===== config.mk =====
export PLATFORM = sky130hd
export DESIGN_NAME = button_conditioner
export DESIGN_NICKNAME = d
export VERILOG_FILES = /design/src/rtl/button_conditioner.sv
export SDC_FILE = /design/constraint.sdc
export NUM_CORES = 1
export LEC_CHECK = 0
export ABC_AREA = 1
export CAP_MARGIN = 20
export CORE_MARGIN = 2
export CORE_UTILIZATION = 23
export DETAILED_ROUTE_END_ITERATION = 6
export PLACE_DENSITY = 0.49
export SKIP_LAST_GASP = 1
export SYNTH_ARGS = -nofsm -noshare
export SYNTH_HDL_FRONTEND = slang
export SYNTH_SLANG_ARGS = --single-unit

===== constraint.sdc =====
create_clock -name clk -period 4.18 [get_ports clk]
set_input_delay 0.836 -clock clk [delete_from_list [all_inputs] [get_ports clk]]
set_output_delay 0.836 -clock clk [all_outputs]
set_load 0.005 [all_outputs]

===== src/rtl/button_conditioner.sv =====
// -----------------------------------------------------------------------------
// button_conditioner
//
// Multi-channel push-button front end. Each channel:
//   raw button -> 2-flop synchroniser -> polarity normalisation (s, 1 = pressed)
//   -> debounce counter (o_Deb) -> RELEASED/PRESSED/LONG FSM that emits
//   press/release/long-press pulses and captures the held time.
// Channels are fully independent; there is no shared state between them.
//
// Parameters
//   N_CH        number of button channels
//   DEB_CYCLES  consecutive differing synchronised samples needed to flip o_Deb (>= 1)
//   CNT_W       width of each held-time counter
//   ACTIVE_LOW  1: raw 0 means pressed, 0: raw 1 means pressed
//   LONG_PRESS  held cycles at which o_Long fires (0 or > 2^CNT_W-1 disables it)
//
// Ports
//   clk           single clock, everything on its rising edge
//   i_Reset       synchronous active-high reset
//   i_Btn         raw asynchronous button levels, one bit per channel
//   o_Deb         debounced level, 1 = pressed
//   o_PE          one-cycle pulse in the first cycle o_Deb is 1
//   o_NE          one-cycle pulse in the first cycle o_Deb is 0 after a press
//   o_Long        one-cycle pulse when a press reaches LONG_PRESS cycles
//   o_Count       last captured held time, channel c at [c*CNT_W +: CNT_W]
//   o_CountValid  one-cycle pulse when that channel's o_Count updates
//   o_State       per-channel FSM state, channel c at [2*c +: 2]
//                 (0 = RELEASED, 1 = PRESSED, 2 = LONG), for observation
//
// Handshake: the pulse outputs are plain strobes with no ready/backpressure;
// a consumer must sample them in the cycle they are high. o_Count is stable
// whenever o_CountValid is high and stays stable until the next release on
// the same channel.
// -----------------------------------------------------------------------------
module button_conditioner #(
    parameter int N_CH       = 3,
    parameter int DEB_CYCLES = 4,
    parameter int CNT_W      = 12,
    parameter int ACTIVE_LOW = 1,
    parameter int LONG_PRESS = 2000
) (
    input  logic                    clk,
    input  logic                    i_Reset,
    input  logic [N_CH-1:0]         i_Btn,
    output logic [N_CH-1:0]         o_Deb,
    output logic [N_CH-1:0]         o_PE,
    output logic [N_CH-1:0]         o_NE,
    output logic [N_CH-1:0]         o_Long,
    output logic [N_CH*CNT_W-1:0]   o_Count,
    output logic [N_CH-1:0]         o_CountValid,
    output logic [2*N_CH-1:0]       o_State
);

    localparam int STAB_W = $clog2(DEB_CYCLES + 1);
    localparam logic [STAB_W-1:0] STAB_LAST = STAB_W'(DEB_CYCLES - 1);

    // Raw level that means "released"; synchroniser flops reset to this so a
    // button held through reset is seen as a fresh press afterwards.
    localparam logic REL_LVL = (ACTIVE_LOW != 0) ? 1'b1 : 1'b0;

    // Long-press detection only exists when the threshold is reachable by a
    // saturating CNT_W-bit counter and is non-zero.
    localparam logic [63:0] MAX_RUN  = (64'd1 << CNT_W) - 64'd1;
    localparam logic [63:0] LONG_U   = 64'(LONG_PRESS);
    localparam bit          LONG_EN  = (LONG_PRESS > 0) && (LONG_U <= MAX_RUN);
    localparam logic [CNT_W-1:0] LONG_VAL = CNT_W'(LONG_PRESS);
    localparam logic [CNT_W-1:0] RUN_ONE  = CNT_W'(1);
    localparam logic [CNT_W-1:0] RUN_MAX  = {CNT_W{1'b1}};

    typedef enum logic [1:0] {
        ST_RELEASED = 2'd0,
        ST_PRESSED  = 2'd1,
        ST_LONG     = 2'd2
    } state_t;

    for (genvar c = 0; c < N_CH; c++) begin : g_ch

        logic              sync1;
        logic              sync2;
        logic              s;
        logic [STAB_W-1:0] stab;
        logic [STAB_W-1:0] stab_next;
        logic              deb;
        logic              deb_next;
        state_t            state;
        state_t            state_next;
        logic [CNT_W-1:0]  run;
        logic [CNT_W-1:0]  run_next;
        logic [CNT_W-1:0]  run_inc;
        logic [CNT_W-1:0]  count;
        logic [CNT_W-1:0]  count_next;
        logic              pe;
        logic              pe_next;
        logic              ne;
        logic              ne_next;
        logic              lng;
        logic              lng_next;
        logic              cv;
        logic              cv_next;

        // Normalised synchronised sample, 1 = pressed.
        assign s = (ACTIVE_LOW != 0) ? ~sync2 : sync2;

        // Saturating increment: run sticks at all-ones instead of wrapping.
        assign run_inc = (run == RUN_MAX) ? run : run + RUN_ONE;

        // State register: synchroniser, debounce, FSM and registered outputs.
        always_ff @(posedge clk) begin
            if (i_Reset) begin
                sync1 <= REL_LVL;
                sync2 <= REL_LVL;
                stab  <= '0;
                deb   <= 1'b0;
                state <= ST_RELEASED;
                run   <= '0;
                count <= '0;
                pe    <= 1'b0;
                ne    <= 1'b0;
                lng   <= 1'b0;
                cv    <= 1'b0;
            end else begin
                sync1 <= i_Btn[c];
                sync2 <= sync1;
                stab  <= stab_next;
                deb   <= deb_next;
                state <= state_next;
                run   <= run_next;
                count <= count_next;
                pe    <= pe_next;
                ne    <= ne_next;
                lng   <= lng_next;
                cv    <= cv_next;
            end
        end

        // Debounce: stab counts consecutive samples that disagree with deb;
        // the DEB_CYCLES-th disagreeing sample flips deb. Any agreeing sample
        // clears the run, so short glitches never reach deb.
        always_comb begin
            stab_next = '0;
            deb_next  = deb;
            if (s != deb) begin
                if (stab == STAB_LAST) begin
                    deb_next  = ~deb;
                    stab_next = '0;
                end else begin
                    stab_next = stab + STAB_W'(1);
                end
            end
        end

        // FSM next state and next registered outputs. Decisions are taken on
        // deb_next so the pulses land in the same cycle o_Deb changes.
        always_comb begin
            state_next = state;
            run_next   = run;
            count_next = count;
            pe_next    = 1'b0;
            ne_next    = 1'b0;
            lng_next   = 1'b0;
            cv_next    = 1'b0;

            case (state)
                ST_RELEASED: begin
                    if (deb_next && !deb) begin
                        state_next = ST_PRESSED;
                        run_next   = RUN_ONE;
                        pe_next    = 1'b1;
                        // A threshold of one is reached on the press cycle itself.
                        if (LONG_EN && (LONG_VAL == RUN_ONE)) begin
                            state_next = ST_LONG;
                            lng_next   = 1'b1;
                        end
                    end
                end

                ST_PRESSED: begin
                    if (deb && !deb_next) begin
                        state_next = ST_RELEASED;
                        count_next = run;
                        run_next   = '0;
                        ne_next    = 1'b1;
                        cv_next    = 1'b1;
                    end else begin
                        run_next = run_inc;
                        if (LONG_EN && (run_inc == LONG_VAL)) begin
                            state_next = ST_LONG;
                            lng_next   = 1'b1;
                        end
                    end
                end

                ST_LONG: begin
                    if (deb && !deb_next) begin
                        state_next = ST_RELEASED;
                        count_next = run;
                        run_next   = '0;
                        ne_next    = 1'b1;
                        cv_next    = 1'b1;
                    end else begin
                        run_next = run_inc;
                    end
                end

                default: begin
                    state_next = ST_RELEASED;
                    run_next   = '0;
                end
            endcase
        end

        assign o_Deb[c]                   = deb;
        assign o_PE[c]                    = pe;
        assign o_NE[c]                    = ne;
        assign o_Long[c]                  = lng;
        assign o_CountValid[c]            = cv;
        assign o_Count[c*CNT_W +: CNT_W]  = count;
        assign o_State[2*c +: 2]          = state;

    end : g_ch

endmodule : button_conditioner


==> results.py, run 1 <==
metrics = {
    "placed_design": {
        "place_area_um2": 6040,
        "place_inst": 1060,
        "io_buffers": 61,
        "dpl.hpwl_um": 9280,
        "place.gp.congestion": 0.833,
    },
    "clock_tree": {
        "postCtsHoldBufs": 0,
        "path_clk_slew_ns": 0.08,
        "cts_buffer_depth": 2,
        "postCtsSetupBuffers": 0,
        "cts_tree": "yes",
        "cts_resized": 0,
        "clk_latency_ns": 0.35,
        "cts_sinks": 105,
        "cts_buffers": 9,
        "clockRootBuffer": "clkbuf_16",
        "htreeDepth": 3,
    },
    "detailed_routing": {
        "drc": 0,
        "post_drt_via_cell_ratio": 4.28,
        "vias": 4606,
        "wl_per_cell_um": 11.9,
        "drt-initial-drc-count": 233,
        "postRouteAntennaNets": 0,
        "totalWireLength_um": 12800,
        "drt_pass1_iterations": 5,
    },
    "worst_setup_path": {
        "critPathBufInv": 1,
        "worstPathArrival_ns": 2.49,
        "r2r_start": "g_ch[1].run[1]",
        "path_common_cell": "nand2_1",
        "startpoint_type": "register",
        "cp.required_ns": 4.43,
        "rrSetupSlack_ns": 1.93,
        "r2r_cells": 14,
        "path_cells": "ha_1 -> nand2_2 -> nor2_4 -> nand3_1 -> inv_1 -> nand2_1 -> nand2_1 -> nand2_1 -> nor2_1 -> nand4_1 -> nand2_1 -> nand2_1 -> nand2_1 -> nor2_1",
        "critPathMaxFanout": 11,
        "end_kind": "register",
        "r2r-end": "g_ch[1].state[0]",
        "crit_slowest_cell": "dfxtp_1",
        "slowest_delay_ns": 0.41,
        "path_delay_family": "simple AND/OR/NAND/NOR gates",
        "crit_type": "reg2reg",
    },
    "floorplanning": {
        "core-area_um2": 22500,
        "row_count": 55,
        "die_w_um": 155,
        "dieArea_um2": 24000,
        "start_util": 0.232,
        "pin_count": 62,
        "dieHeight_um": 155,
    },
    "final_layout": {
        "antenna_cells": 0,
        "post-route-util": 0.281,
        "syn2layout_area_growth_pct": 20.8,
        "final_cells": 1076,
        "final_area_um2": 6320,
        "nNetsFinal": 812,
        "post_route_cells_drive_above_1_share": 0.0746,
        "layout.cells.most_common": "nand2_1",
        "mostFrequentLayoutCells": "182 x nand2_1, 105 x dfxtp_1, 81 x inv_1",
    },
    "grt": {
        "grt_usage": 0.112,
        "overflow": 0,
        "grt_start_max_net_pins": 55,
        "antenna_found_initial": 0,
        "grt_pass1_vias": 4329,
        "grt_pass1_wl_um": 21400,
    },
    "sta": {
        "final.min_clock_period_ns": 2.25,
        "worstMarginPinSlew_ns": 0.734,
        "finalMaxSlewViolations": 0,
        "period_share": 0.538,
        "slew_headroom": 0.509,
        "tns_ns": 0,
        "rsz0062_at_grt": "no",
        "hold_viol": 0,
        "finalSetupViolations": 0,
        "fin_skew_ns": 0.00938,
        "max_freq_mhz": 444,
    },
    "power_and_ir_drop": {
        "ir_worst_vdd_v": 0.000164,
        "powerDensity_nw_per_um2": 318,
        "p_leak_uw": 0.00245,
        "finalPower_uw": 2010,
    },
    "run_status": {
        "outcome": "completed",
    },
    "yosys": {
        "synth_cell_types": 31,
        "async_flop_share": 0,
        "ys_seq_elements": 105,
        "synth_edf_count": 0,
        "synth_ff_type": "dfxtp_1",
        "synthesis.area_um2": 5230,
        "synth_area_per_cell_um2": 7.00,
        "syn_inst": 747,
        "synth_nets": 773,
        "ys_seq_area_frac": 0.402,
        "yosysWarnings": 0,
    },
    "hold_path": {
        "hold_path.startpoint": "g_ch[1].sync1",
        "hold_end": "g_ch[1].sync2",
        "hold_depth": 1,
        "hold_path_class": "reg2reg",
    },
    "flow_run": {
        "drv_cap": 0,
    },
}
[synth_stat cells (6+ instances only)]
library cell,n,area share
a21oi_1,74,0.071
o21ai_0,50,0.048
clkbuf_1,20,0.014
nor3_1,12,0.011
nand2_1,182,0.13
inv_1,81,0.058
nor2_1,77,0.055
nand4_1,6,0.0072
nand2_2,6,0.0072
nor2_2,9,0.011
dfxtp_1,105,0.40
or2_2,6,0.0072
nand3_1,45,0.043
buf_4,16,0.023
ha_1,21,0.050
[report_power, final]
group	internal (µW)	switching [µW]
Sequential	1010	13.6
Clock	413	407
Combinational	58.0	106
Total	1480	527
[stage by stage]
step           worst slack (ns)  hold slack (ns)
2_1_floorplan              2.45            0.389
3_3_place_gp               1.71            0.395
3_5_place_dp               1.98            0.395
4_1_cts                    1.95            0.414
5_1_grt                    1.69            0.419
6_report                   1.93            0.411
[cells by family after synthesis]
| family | share of synthesized area |
|---|---|
| fa+ha+maj | 0.0502 |
| xor+xnor | 0.0100 |
| compound gates | 0.134 |
| buf+inv | 0.103 |
| flops | 0.402 |
| simple gates | 0.301 |
[flip-flops by register name, indices dropped and copies added, names as in the netlist]
register,cells
g_ch.count,36
g_ch.sync2,3
g_ch.stab,9
g_ch.run,36
g_ch.deb,3
g_ch.lng,3
g_ch.cv,3
g_ch.state,6
g_ch.sync1,3
g_ch.pe,3
[area by class of cell]
type                            instances  area [µm²]
Fill cell                            2454       16200
Multi-Input combinational cell        519        2590
Sequential cell                       105        2100
Timing Repair Buffer                   68         678
Tap cell                              285         357
Inverter                               83         312
Clock buffer                           10         229
Clock inverter                          6        51.3
[worst register-to-register path: stages (launching register included)]
cell and delay, ns:
dfxtp_1 0.41, ha_1 0.26, nand2_2 0.10, nor2_4 0.14
nand3_1 0.35, inv_1 0.17, nand2_1 0.08, nand2_1 0.06
nand2_1 0.05, nor2_1 0.15, nand4_1 0.15, nand2_1 0.10
nand2_1 0.05, nand2_1 0.05, nor2_1 0.03
[worst max path at each step]
stage,startpoint,depth (start not counted),to
after floorplan,g_ch[0].stab[0],10,g_ch[0].run[0]
after global placement,i_Reset,5,g_ch[1].stab[0]
after detailed placement,g_ch[1].run[1],14,g_ch[1].state[0]
after CTS,g_ch[1].state[0],1,o_State[2]
after global routing,g_ch[1].run[1],14,g_ch[1].state[0]
final,g_ch[1].run[1],14,g_ch[1].state[0]
[layer usage]
| layer | track usage | share of wire | vias up |
|---|---|---|---|
| li1 | - | - | 2461 |
| met1 | 0.148 | 0.50 | 2066 |
| met2 | 0.181 | 0.45 | 65 |
| met3 | 0.0219 | 0.028 | 14 |
| met4 | 0.0401 | 0.019 | 0 |
| met5 | 0 | 0 | - |
Note: power is estimated with default switching activity, not from simulation.
==> run 2: changes to the inputs <==
--- a/config.mk
+++ b/config.mk
@@ -10,7 +10,7 @@
 export CORE_MARGIN = 2
 export CORE_UTILIZATION = 23
 export DETAILED_ROUTE_END_ITERATION = 6
-export PLACE_DENSITY = 0.49
+export PLACE_DENSITY = 0.5
 export SKIP_LAST_GASP = 1
 export SYNTH_ARGS = -nofsm -noshare
 export SYNTH_HDL_FRONTEND = slang
==> constraint.sdc (replaced) <==
create_clock -name clk -period 1.88 [get_ports clk]
set_input_delay 0.376 -clock clk [delete_from_list [all_inputs] [get_ports clk]]
set_output_delay 0.376 -clock clk [all_outputs]
set_load 0.005 [all_outputs]
==> results.py, run 2 (same netlist as run 1, synthesis figures left out) <==
metrics = {
    "run_status": {
        "outcome": "completed",
    },
    "sta": {
        "slew_headroom": 0.788,
        "hold_viol": 0,
        "worstMarginPinSlew_ns": 0.319,
        "finalMaxSlewViolations": 0,
        "period_share": 0.971,
        "rsz0062_at_grt": "yes",
        "finalSetupViolations": 0,
        "final.min_clock_period_ns": 1.82,
        "max_freq_mhz": 548,
        "fin_skew_ns": 0.00709,
        "whs_ns": 0.405,
    },
    "worst_setup_path": {
        "end_kind": "register",
        "crit_type": "reg2reg",
        "cp.required_ns": 2.16,
        "critPathMaxFanout": 6,
        "worstPathArrival_ns": 2.10,
        "startpoint_type": "register",
    },
    "power_and_ir_drop": {
        "p_leak_uw": 0.00273,
        "power.clock.fraction": 0.401,
        "finalPower_uw": 4540,
        "p_sw_frac": 0.262,
        "sequentialPowerShare": 0.501,
        "ir_worst_vdd_v": 0.000346,
        "powerDensity_nw_per_um2": 655,
        "p_comb_frac": 0.098,
        "switchingPower_uw": 1190,
        "p_int_uw": 3350,
    },
    "grt": {
        "antenna_found_initial": 0,
        "grt_start_max_net_pins": 55,
        "overflow": 0,
        "grt_pass1_vias": 4699,
        "grt_pass1_wl_um": 22500,
        "grt_usage": 0.116,
    },
    "placed_design": {
        "place.gp.congestion": 0.880,
        "io_buffers": 61,
        "dpl.hpwl_um": 9900,
    },
    "detailed_routing": {
        "wl_per_cell_um": 12.3,
        "drt_pass1_iterations": 6,
        "drc": 0,
        "postRouteAntennaNets": 0,
        "post_drt_via_cell_ratio": 4.38,
        "vias": 4949,
        "totalWireLength_um": 13900,
        "drt-initial-drc-count": 281,
    },
    "final_layout": {
        "layout.cells.most_common": "nand2_1",
        "syn2layout_area_growth_pct": 32.6,
        "post_route_cells_drive_above_1_share": 0.194,
        "nNetsFinal": 865,
        "seqCellArea_um2": 2110,
        "mostFrequentLayoutCells": "173 x nand2_1, 95 x dfxtp_1, 80 x inv_1",
        "multi_input_area_um2": 2810,
        "largestRegisters": "g_ch.count (36), g_ch.run (36), g_ch.stab (9)",
        "fillCellCount": 2411,
        "antenna_cells": 0,
    },
    "clock_tree": {
        "cts_buffer_depth": 2,
        "postCtsHoldBufs": 0,
        "clk_latency_ns": 0.35,
        "cts_sinks": 105,
        "htreeDepth": 3,
        "path_clk_slew_ns": 0.07,
        "cts_buffers": 9,
        "clockRootBuffer": "clkbuf_16",
        "cts_tree": "yes",
    },
    "floorplanning": {
        "die_w_um": 155,
        "core-area_um2": 22500,
        "dieHeight_um": 155,
        "pin_count": 62,
        "dieArea_um2": 24000,
        "row_count": 55,
        "start_util": 0.232,
    },
    "flow_run": {
        "drv_cap": 0,
    },
    "hold_path": {
        "hold_path_class": "reg2reg",
    },
}
-- run 2: cell count changes in the layout (fill, tap and decap cells not counted), moves of 7 or more --
cell and change:
buf_4 +47, dfxtp_1 -10, dfxtp_2 +10, nand2_1 -9, nor2_1 -9, nand2_2 +8, nor2_2 +7
-- run 2: path summary, 6_finish.rpt --
kind	from	endpoint	slack [ns]	cells past startpoint
max	g_ch[0].stab[0]	g_ch[0].run[4]	0.06	10
min	g_ch[0].stab[0]	g_ch[0].stab[0]	0.40	1
max reg2reg	g_ch[0].stab[0]	g_ch[0].run[4]	0.06	10
min reg2reg	g_ch[0].stab[0]	g_ch[0].stab[0]	0.40	1
-- run 2: per-stage QoR --
stage / cells / cell area [µm²] / TNS (ns) / util / setup WS (ns)
after global placement: 1105 / 6370 / 0 / 0.283 / 0.0302
final: 1129 / 6940 / 0 / 0.308 / 0.0554
after CTS: 1121 / 6660 / 0 / 0.296 / 0.00932
after floorplan: 747 / 5230 / 0 / - / 0.147
after detailed placement: 1105 / 6370 / -0.00664 / 0.283 / -0.00664
after global routing: 1129 / 6940 / -0.473 / 0.308 / -0.0634
-- run 2: critical path: stages (launching register included) --
cell     delay [ns]
dfxtp_2        0.33
ha_2           0.19
ha_4           0.18
nand2_4        0.09
nand3_4        0.07
nand2_2        0.09
inv_2          0.05
nor4_4         0.35
buf_6          0.18
o21ai_0        0.09
a21oi_1        0.12
-- run 2: power groups by stage --
stage                     combinational, µW  sequential [µW]  clock, µW
after floorplan                         256             2330          0
after global placement                  411             2330          0
after global routing                    500             2280       1990
after CTS                               407             2280       1910
after detailed placement                405             2330          0
final                                   444             2280       1820
-- run 2: timing repair --
item,in CTS,in global routing
buffers inserted,0,4
pin swaps,0,15
endpoints found under the setup margin,1,40
resized for setup,1,69
gates cloned,0,4
-- run 2: metal layers --
layer  vias up  part of all wire  track usage  wire [µm]
met5         -                 0            0          0
met4         0             0.023       0.0494        323
met3        24             0.031       0.0241        435
met2        81              0.46        0.188       6390
met1      2269              0.49        0.151       6740
li1       2575                 -            -          -
-- run 2: area by class of cell --
cell class                      count  share of cell area
Tap cell                          285              0.0514
Timing Repair Buffer              120               0.154
Inverter                           83              0.0449
Clock buffer                       10              0.0344
Multi-Input combinational cell    520               0.405
Sequential cell                   105               0.305
Clock inverter                      6             0.00613
==> edit, RTL diff (flow settings as in run 2) <==
Set the parameter `LONG_PRESS` to 1000 (it was 2000).
--- a/src/rtl/button_conditioner.sv
+++ b/src/rtl/button_conditioner.sv
@@ -38,5 +38,5 @@
     parameter int CNT_W      = 12,
     parameter int ACTIVE_LOW = 1,
-    parameter int LONG_PRESS = 2000
+    parameter int LONG_PRESS = 1000
 ) (
     input  logic                    clk,
Formal check against the unedited RTL: no difference found for any inputs over 10 cycles, from zero or initial values and one cycle with i_Reset high; that may be too few to reach the edited logic, so the function may still have changed.
==> edit against run 2 <==
  * Global-route usage increased by 0.30 points
  * Sequential share of layout area down 1.4 points
  * Final cell count is 2.0% higher
  * Worst setup slack gained 0.014 ns
  * Wire length up 6.4%
  * Critical path depth increased by 4
  * Area after synthesis rose by 0.50%
  * Fmax rose by 0.79%
  * Final area increased by 5.0%
  * Sequential cell count did not move
  * Count of clock-buffer cells in the layout up 1
  * Critical path type unchanged
  * Critical endpoint is now g_ch[1].state[0]
  * Highest routed layer unchanged
Power is not compared: it rests on default switching activity, and its combinational part moved more than twofold at a synthesized area within 25%.
==> edit: results (changes against run 2) <==
| Metric | Value |
|---|---|
| Status | `finished clean` |
| Post-Synth Adder-Cell Area | `5.00% (-0.025 points)` |
| Slowest cell on the critical path | `dfxtp_2` |
| Starting DRC count in detailed routing | `292 (+3.9%)` |
| GP Congestion | `0.870 (-1.1%)` |
| H-tree depth | `3 (unchanged)` |
| Top sig layer | `met4` |
| Grt met3 use | `3.12% (+0.71 points)` |
| Leakage | `2.93 nW` |
| Met1 usage | `15.5% (+0.44 points)` |
| Mapped Nets | `783 (+1.3%)` |
| Crit path DAT | `2.05 ns (-0.05 ns)` |
| Synth Area in XOR/XNOR | `1.17% (+0.16 points)` |
| Synth Area in Compound Gates | `14.0% (+0.67 points)` |
| Port bufs | `61 (unchanged)` |
| Inserted Clock Buffers | `9 (unchanged)` |
| Most frequent cells after synthesis | `194 x nand2_1, 105 x dfxtp_1, 83 x inv_1` |
| Wl on met1 | `7020 um (+4.2%)` |
| Top post-synthesis cells by area | `dfxtp_1 40%, nand2_1 14%, a21oi_1 7.2%, inv_1 5.9%, nor2_1 5.3%` |
| Clk Latency, worst-skew pair | `0.35 ns (about the same)` |
| Final nets | `888 (+2.7%)` |
| Layout cell share with drive strength beyond 1 | `21.6% (+2.1 points)` |
| Via Count | `5046 (+2.0%)` |
| Clock skew | `0.00911 ns (+0.00202 ns)` |
| Met2 WL post-DR | `6960 um (+8.9%)` |
| Max FO, Critical Path | `3 (-3)` |
| Largest net degree at the start of global routing | `47 (-15%)` |
| Global Route Usage Sum | `11.9% (+0.30 points)` |
| Reg clk slew, reported paths | `0.07 ns (about the same)` |
| Routed len/inst | `12.8 um (+4.3%)` |
| Vias in the first global route | `4670 (-0.62%)` |
| Clk buf depth | `2 (unchanged)` |
| Global-route wire length before repair | `23200 um (+3.0%)` |
| 1st-pass router iterations | `5 (-1)` |
| HPWL after DPL | `10300 um (+4.0%)` |
| Peak VDD IR | `373 uV` |
| DR WL met3 | `550 um (+26%)` |
| # diodes | `0 (unchanged)` |
| Synth unique cells | `34 (+9.7%)` |
| Drt drc | `0 (unchanged)` |
| Met2 GRT Util | `19.8% (+0.97 points)` |
| Seq/Total Area, Yosys | `40.0% (-0.20 points)` |
| Hold Path Class | `in2reg` |
| Tightest Pin Transition | `0.393 ns (+0.0740 ns)` |
[edit: cell types whose count changed in the layout (fill, tap and decap cells not counted), sizes merged, moves of 2 or more]
cell    change
a21oi       +2
nand3       -4
nor3        -5
buf        +16
xnor2       -2
o21bai      +3
nand2       +9
xor2        +3
nor2        -9
nand4       +5
nor4        +2
[edit: final timing paths]
path / slack [ns] / endpoint / cells after the start / startpoint
max: 0.07 / g_ch[1].state[0] / 14 / g_ch[1].run[1]
min: 0.37 / g_ch[1].deb / 2 / i_Reset
max reg2reg: 0.07 / g_ch[1].state[0] / 14 / g_ch[1].run[1]
min reg2reg: 0.41 / g_ch[1].sync2 / 1 / g_ch[1].sync1
[edit: repair_timing]
action                     CTS  global route
hold buffers                 0             0
pin swaps                    0            30
setup endpoints to repair    3            36
cloned                       0             2
setup buffers                0            17
resized for setup            2           114
[edit: per-stage QoR]
step | hold slack, ns | setup slack, ns | utilization, % | cell area (um2) | instances
global placement | 0.397 | 0.0145 | 28.6 | 6460 | 1119
finish | 0.367 | 0.0697 | 32.3 | 7290 | 1152
detailed placement | 0.393 | -0.0680 | 28.6 | 6460 | 1119
CTS | 0.370 | -0.0119 | 30.0 | 6770 | 1135
floorplan | 0.389 | 0.144 | - | 5260 | 757
global route | 0.380 | -0.0376 | 32.3 | 7290 | 1152
[edit: report_power, final]
part           leakage [nW]  total, mW  switching (mW)  internal, mW
registers             0.855       2.36          0.0690          2.29
logic                  1.93       1.21           0.752         0.457
clock network         0.140       1.91           0.866          1.04
total                  2.93       5.48            1.69          3.80
[edit: final cells by class]
class	instances	area, um2
well taps	285	357
clock buffers	11	233
inverters	85	319
flip-flops and latches	105	2120
fillers	2413	15300
clock inverters	5	63.8
multi-input cells	525	2960
repair buffers	136	1230
